===== src/rtl/vec_fetch_if.sv =====
// Handshake and register-port bundle for vec_fetch.
// master: the fetch engine. slave: the sequencer and register-file side.
interface vec_fetch_if;
  logic        req;
  logic [1:0]  vec_sel;
  logic        busy;
  logic        done;
  logic        err;
  logic [23:0] vec_addr;
  logic        gnt;
  logic        reg_cs;
  logic        reg_rw;
  logic [4:0]  reg_ad;
  logic [7:0]  reg_do;

  modport master (
    input  req, vec_sel, gnt, reg_do,
    output busy, done, err, vec_addr, reg_cs, reg_rw, reg_ad
  );

  modport slave (
    output req, vec_sel, gnt, reg_do,
    input  busy, done, err, vec_addr, reg_cs, reg_rw, reg_ad
  );
endinterface


===== src/rtl/vec_fetch.sv =====
// Reads a 24-bit vector out of the register file byte by byte, MSB first.
// Optional grant-wait timeout abort: VEC_FETCH_TIMEOUT_EN.
module vec_fetch #(
  parameter logic [4:0] BASE_AD = 5'h14,
  parameter logic [7:0] TIMEOUT = 8'd255
) (
  input  logic        clk,
  input  logic        rst,
  vec_fetch_if.master bus
);

  typedef enum logic [1:0] {S_IDLE, S_RD, S_CAP, S_FIN} state_t;

  state_t      r_state;
  logic [1:0]  r_sel;
  logic [1:0]  r_k;
  logic [7:0]  r_b0;
  logic [7:0]  r_b1;
  logic        r_busy;
  logic        r_done;
  logic [23:0] r_vec;
  logic [4:0]  w_ofs;
  logic [4:0]  w_ad;
  logic        w_rd;

`ifdef VEC_FETCH_TIMEOUT_EN
  logic        r_err;
  logic [7:0]  r_wait;
`endif

  // 3*sel + k, wrapping modulo 32 like the register-file address space
  assign w_ofs = {3'b000, r_sel} + {2'b00, r_sel, 1'b0};
  assign w_ad  = BASE_AD + w_ofs + {3'b000, r_k};
  assign w_rd  = (r_state == S_RD);

  assign bus.reg_cs   = w_rd & bus.gnt;
  assign bus.reg_rw   = 1'b1;
  assign bus.reg_ad   = w_rd ? w_ad : 5'h00;
  assign bus.busy     = r_busy;
  assign bus.done     = r_done;
  assign bus.vec_addr = r_vec;

`ifdef VEC_FETCH_TIMEOUT_EN
  assign bus.err = r_err;
`else
  assign bus.err = 1'b0;
`endif

  always_ff @(posedge clk or posedge rst) begin
    if (rst) begin
      r_state <= S_IDLE;
      r_sel   <= 2'd0;
      r_k     <= 2'd0;
      r_b0    <= 8'h00;
      r_b1    <= 8'h00;
      r_busy  <= 1'b0;
      r_done  <= 1'b0;
      r_vec   <= 24'h000000;
`ifdef VEC_FETCH_TIMEOUT_EN
      r_err   <= 1'b0;
      r_wait  <= 8'd0;
`endif
    end else begin
      r_done <= 1'b0;
`ifdef VEC_FETCH_TIMEOUT_EN
      r_err  <= 1'b0;
`endif
      case (r_state)
        S_IDLE: begin
          if (bus.req) begin
            r_sel   <= bus.vec_sel;
            r_k     <= 2'd0;
            r_busy  <= 1'b1;
            r_state <= S_RD;
`ifdef VEC_FETCH_TIMEOUT_EN
            r_wait  <= 8'd0;
`endif
          end
        end
        S_RD: begin
          if (bus.gnt) begin
            r_state <= S_CAP;
          end
`ifdef VEC_FETCH_TIMEOUT_EN
          else if (r_wait == TIMEOUT - 8'd1) begin
            r_state <= S_IDLE;
            r_busy  <= 1'b0;
            r_err   <= 1'b1;
          end else begin
            r_wait  <= r_wait + 8'd1;
          end
`endif
        end
        S_CAP: begin
          // reg_do carries the byte addressed in the preceding RD cycle
          if (r_k == 2'd2) begin
            r_vec   <= {r_b0, r_b1, bus.reg_do};
            r_done  <= 1'b1;
            r_busy  <= 1'b0;
            r_state <= S_FIN;
          end else begin
            if (r_k == 2'd0) begin
              r_b0 <= bus.reg_do;
            end else begin
              r_b1 <= bus.reg_do;
            end
            r_k     <= r_k + 2'd1;
            r_state <= S_RD;
`ifdef VEC_FETCH_TIMEOUT_EN
            r_wait  <= 8'd0;
`endif
          end
        end
        S_FIN: begin
          r_state <= S_IDLE;
        end
        default: begin
          r_state <= S_IDLE;
        end
      endcase
    end
  end

endmodule


===== src/flat_wrapper.sv =====
// flat-port wrapper written by rule: the top's interface ports become plain ports
module vec_fetch_flat 
#(
  parameter logic [4:0] BASE_AD = 5'h14,
  parameter logic [7:0] TIMEOUT = 8'd255
)
  (clk, rst, bus_req, bus_vec_sel, bus_gnt, bus_reg_do, bus_busy, bus_done, bus_err, bus_vec_addr, bus_reg_cs, bus_reg_rw, bus_reg_ad);
  vec_fetch_if bus_i ();
  input  logic clk;
  input  logic rst;
  input wire logic [$bits(bus_i.req)-1:0] bus_req;
  input wire logic [$bits(bus_i.vec_sel)-1:0] bus_vec_sel;
  input wire logic [$bits(bus_i.gnt)-1:0] bus_gnt;
  input wire logic [$bits(bus_i.reg_do)-1:0] bus_reg_do;
  output wire logic [$bits(bus_i.busy)-1:0] bus_busy;
  output wire logic [$bits(bus_i.done)-1:0] bus_done;
  output wire logic [$bits(bus_i.err)-1:0] bus_err;
  output wire logic [$bits(bus_i.vec_addr)-1:0] bus_vec_addr;
  output wire logic [$bits(bus_i.reg_cs)-1:0] bus_reg_cs;
  output wire logic [$bits(bus_i.reg_rw)-1:0] bus_reg_rw;
  output wire logic [$bits(bus_i.reg_ad)-1:0] bus_reg_ad;
  assign bus_i.req = bus_req;
  assign bus_i.vec_sel = bus_vec_sel;
  assign bus_i.gnt = bus_gnt;
  assign bus_i.reg_do = bus_reg_do;
  assign bus_busy = bus_i.busy;
  assign bus_done = bus_i.done;
  assign bus_err = bus_i.err;
  assign bus_vec_addr = bus_i.vec_addr;
  assign bus_reg_cs = bus_i.reg_cs;
  assign bus_reg_rw = bus_i.reg_rw;
  assign bus_reg_ad = bus_i.reg_ad;
  vec_fetch #(.BASE_AD(BASE_AD), .TIMEOUT(TIMEOUT)) u_core (.clk(clk), .rst(rst), .bus(bus_i));
endmodule

===== config.mk =====
export PLATFORM = sky130hd
export DESIGN_NAME = vec_fetch_flat
export DESIGN_NICKNAME = d
export VERILOG_FILES = /design/src/rtl/vec_fetch_if.sv /design/src/rtl/vec_fetch.sv /design/src/flat_wrapper.sv
export SDC_FILE = /design/constraint.sdc
export NUM_CORES = 1
export LEC_CHECK = 0
export ABC_AREA = 0
export CORE_ASPECT_RATIO = 0.8
export CORE_MARGIN = 5
export CORE_UTILIZATION = 51
export CTS_BUF_LIST = sky130_fd_sc_hd__clkbuf_2
export CTS_CLUSTER_DIAMETER = 60
export DETAILED_ROUTE_END_ITERATION = 10
export PLACE_DENSITY = 0.81
export SETUP_SLACK_MARGIN = 0.2
export SKIP_LAST_GASP = 1
export SYNTH_ARGS = -nofsm -noshare
export SYNTH_HDL_FRONTEND = slang
export SYNTH_SLANG_ARGS = --single-unit

===== constraint.sdc =====
create_clock -name clk -period 2.3 [get_ports clk]
set_input_delay 0.46 -clock clk [delete_from_list [all_inputs] [get_ports clk]]
set_output_delay 0.46 -clock clk [all_outputs]
set_load 0.02 [all_outputs]

# Yosys cells after proc, flatten, opt, wreduce, memory -nomap -nowiden
# Index checks and enable logic that the tools add are counted.
# W data, S select, Z words.
# word_totals
regBits,48
latch_bits,0
mem_bits_rw,0
rom_bits,0
elab_cells,46
memories,0
# op_classes
add_sub_neg,4
mul,0
div_mod_pow,0
n_lt_le_gt_ge,0
eq_ne,8
shifts,0
muxes,13
bitwise,3
n_reduce_logical,10
# ops
operator,count
$reduce_and A3 Y1,4
$mux W2,5
$pmux W2 S4,1
$eq A2 B2 Y1 const B,3
$ne A2 B2 Y1 const B,3
$reduce_and A2 Y1,3
$add A5 B2 Y5,1
$add A5 B5 Y5 const A,1
$mux W5,1
$add A2 B3 Y4,1
$logic_not A2 Y1,2
$mux W1,4
$pmux W2 S2,1
$add A2 B1 Y2 const B,1
$eq A2 B1 Y1 const B,1
$ne A2 B1 Y1 const B,1
$not A1 Y1,2
$pmux W1 S2,1
$reduce_bool A2 Y1,1
$and A1 B1 Y1,1

# Depth between registers and ports, before layout
# depth
ltp_word,4
ltp_mapped,7
depth_no_buf,7

# Worst setup path after synthesis
# Ideal clock, no wire load.
# synth_path
path_type,register to output
start,register u_core.r_sel[0]
end,output port bus_reg_ad[4]
arrival_time_ps,1789
required_ps,1840
path_slack_ps,51
path_stages_with_launch,7
path_cell_list,dfrtp_1 > inv_1 > ha_1 > inv_1 > fa_1 > or2_2 > a21oi_1
# synth_via
elab_chain_cells,4
# synth_rtl
item,line,rtl
from (decl),vec_fetch.sv:15,logic [1:0] r_sel;
from (signal assigned),vec_fetch.sv:71,r_sel <= bus.vec_sel;
$add A2 B3 Y4,vec_fetch.sv:32,"assign w_ofs = {3'b000, r_sel} + {2'b00, r_sel, 1'b0};"
$add A5 B5 Y5,vec_fetch.sv:33,"assign w_ad = BASE_AD + w_ofs + {3'b000, r_k};"
$add A5 B2 Y5,vec_fetch.sv:33,
$mux W5,vec_fetch.sv:38,assign bus.reg_ad = w_rd ? w_ad : 5'h00;
to (decl),flat_wrapper.sv:21,output wire logic [$bits(bus_i.reg_ad)-1:0] bus_reg_ad;
# Every way passes these cells.

# Final worst setup path
# layout_path
start,register u_core.r_sel[1]
end,output port bus_reg_ad[3]
# Same word-level chain as after synthesis.

==> results_dict.tcl <==
set metrics [dict create \
    arrival_ns 2.15 \
    grt_pass1_wl_um 6870 \
    synth-edff-count 0 \
    synth_top_flop_cell "dfrtp_1" \
    clockBufferDepth 2 \
    p_int_w 0.00230 \
    rsz0062_at_grt "yes" \
    wire_per_inst_um 16.1 \
    finalSetupViolations 4 \
    ant_nets 0 \
    worst_clock_skew_ns 0.0165 \
    pwr-share-seq_pct 37.8 \
    area_growth_pct 32.2 \
    first_pass_iters 2 \
    die_w_um 81.1 \
    yosys-top-cells-area "dfrtp_1 58%, mux2_2 23%, ha_1 3.6%" \
    dr_total_vias 1275 \
    ioPinCount 48 \
    cts_sinks 48 \
    layout_setup_ws_ns -0.314 \
    p_per_area_nw_per_um2 1340 \
    yosys.area.top_type_share_pct 58.3 \
    seq_area_frac_synth_pct 58.3 \
    num_rows 20 \
    finalHoldViolations 0 \
    combPwrFrac_pct 53.9 \
    synth_cell_types 26 \
    power_w 0.00365 \
    yosys-top-cells-count "48 x dfrtp_1, 42 x mux2_2, 8 x inv_1" \
    gr-total-overflow 0 \
    yosys_warnings 0 \
    core_um2 3850 \
    timing_max_transition_violations_final 0 \
    cap_violations 0 \
    end_kind "output port" \
    die-area_um2 5420 \
    root_buffer "clkbuf_2" \
    crit_type "flip-flop to output port" \
    antenna_found_initial 0 \
    dp_hpwl_um 2980 \
    instances_no_fill 253 \
    peakVddDrop_mv 0.828 \
    dr.first_iter.drc_count 49 \
    clkLatencyLatePin_ns 0.41 \
    cts_tree "yes" \
    required_ns 1.84 \
    syn_area_um2 2060 \
    fillers 270 \
    timing.fmax_ghz 0.383 \
    power.leakage_nw 1.24 \
    die_height_um 66.9 \
    dp.cells 245 \
    clkPwrFrac_pct 8.3 \
    violations "negative setup slack" \
    path_clk_slew_ns 0.20 \
    n_antenna_cell 0 \
    grt_max_degree 36 \
    yosysMostFrequentCell "dfrtp_1" \
    min_path_type "input pin to asynchronous set/reset pin" \
    grt_use_total_pct 16.9 \
    grt_pass1_vias 1475 \
    start_util_pct 53.5 \
    switchingPower_w 0.00135 \
    status "finished with violations" \
    power.share.switching_pct 36.9 \
    fin_crit_sh_pct 114 \
    cp_max_fo 2 \
    viasPerCell 5.04 \
    synth_seq_cells 48 \
    drive_gt1_share_pct 39.9 \
    layout_min_cycle_time_ns 2.61 \
    syn_nets 165 \
    async_reset_ff_share_pct 100 \
    yosysTopAreaCell "dfrtp_1" \
    hold_buffers 0 \
    drc_errors 0 \
    cts_htree_levels 2 \
    place_area_um2 2630 \
    syn_area_per_cell_um2 14.3 \
    post-route-cell-area_um2 2730 \
    io_buffers 45 \
    crit_path_start_kind "flip-flop" \
    cts_buffers 5 \
    nNetsFinal 219 \
    wirelength_um 4080 \
    gp_congestion 0.746 \
    synthCells 144 \
]
logic make-up after synthesis:
kind of cell / count (synthesis) / synth area share, %
other: 2 / 0.364
buffers and inverters: 16 / 4.07
muxes: 42 / 22.9
DFF: 48 / 58.3
adders and majority gates: 7 / 4.61
xor gates and xnor gates: 1 / 0.425
AOI/OAI and AO/OA: 13 / 4.00
and+or+nand+nor: 15 / 5.34
flip-flops by register name, summed over array words and instances (netlist names):
| name | count |
|---|---|
| u_core.r_k | 2 |
| u_core.bus.done | 1 |
| u_core.r_b0 | 8 |
| u_core.bus.vec_addr | 24 |
| u_core.bus.busy | 1 |
| u_core.r_b1 | 8 |
| u_core.r_sel | 2 |
| u_core.r_state | 2 |
stage by stage:
step                      utilization [%]  setup TNS (ns)  worst slack, ns  hold WS (ns)
after floorplan                         -               0            0.236         0.477
after global placement               68.3          -0.848           -0.280         0.484
after detailed placement             68.3           -1.22           -0.432         0.491
after CTS                            70.8          -0.859           -0.311         0.291
after global routing                 70.7           -1.20           -0.410         0.305
final                                70.7          -0.824           -0.314         0.304
power by group through the flow:
stage	clock [W]	combinational (W)	sequential, W
after floorplan	0	0.000910	0.00154
after global placement	0	0.00171	0.00138
after CTS	0.000315	0.00196	0.00138
after detailed placement	0	0.00179	0.00140
after global routing	0.000344	0.00211	0.00142
final	0.000304	0.00197	0.00138
worst max-delay path, cell delays in order (launching register included):
cell and delay [ns]:
dfrtp_1 0.45, ha_4 0.30, inv_4 0.04, buf_6 0.11
ha_4 0.20, a211oi_2 0.19, xor2_1 0.23, nor2_1 0.07
buf_4 0.17
path summary, 6_finish.rpt:
path | cells past startpoint | from | slack (ns) | endpoint
worst min-delay path | 2 | rst | 0.30 | u_core.r_k[1]
worst max register to register | 6 | u_core.r_k[0] | 0.32 | u_core.r_b0[6]
worst max-delay path | 8 | u_core.r_sel[1] | -0.31 | bus_reg_ad[3]
min in group clk | 1 | u_core.r_b0[5] | 0.53 | u_core.bus.vec_addr[21]
max in group asynchronous | 3 | rst | 1.52 | u_core.bus.vec_addr[2]
worst min register to register | 1 | u_core.r_b0[5] | 0.53 | u_core.bus.vec_addr[21]
area by class of cell:
class / count / area, um^2 / share of cell area (%)
Sequential cell: 48 / 1200 / 44.1
Clock buffer: 5 / 25.0 / 0.918
Inverter: 8 / 32.5 / 1.19
Tap cell: 55 / 68.8 / 2.53
Multi-Input combinational cell: 80 / 852 / 31.3
Timing Repair Buffer: 55 / 537 / 19.7
Clock inverter: 2 / 7.51 / 0.275
timing repair:
action / in CTS / in global routing
cloned: 0 / 0
gates resized for setup: 39 / 2
buffers inserted: 1 / 0
endpoints found under the setup margin: 6 / 6
pin swaps: 8 / 5
metal layers:
layer	routed length [um]	global-route usage (%)
met5	0	0
met4	70	6.54
met2	2090	29.2
met1	1740	20.1
met3	186	4.73
layout by cell type, fill, tap and decap left out, drive strengths merged:
master and n:
a21oi 3, nor2 2, nand3b 1, mux2 42
a211oi 1, dfrtp 48, nand2 2, ha 6
clkdlybuf4s50 39, clkbuf 5, nor2b 1, xor2 1
inv 8, dlygate4sd2 1, nor4b 1, clkinv 2
a22o 3, nor3b 1, and4 1, o21ai 5
nand2b 1, o31a 1, conb 2, fa 1
or2 2, buf 15, and2 3
No activity file was read; power rests on OpenSTA's default activity.
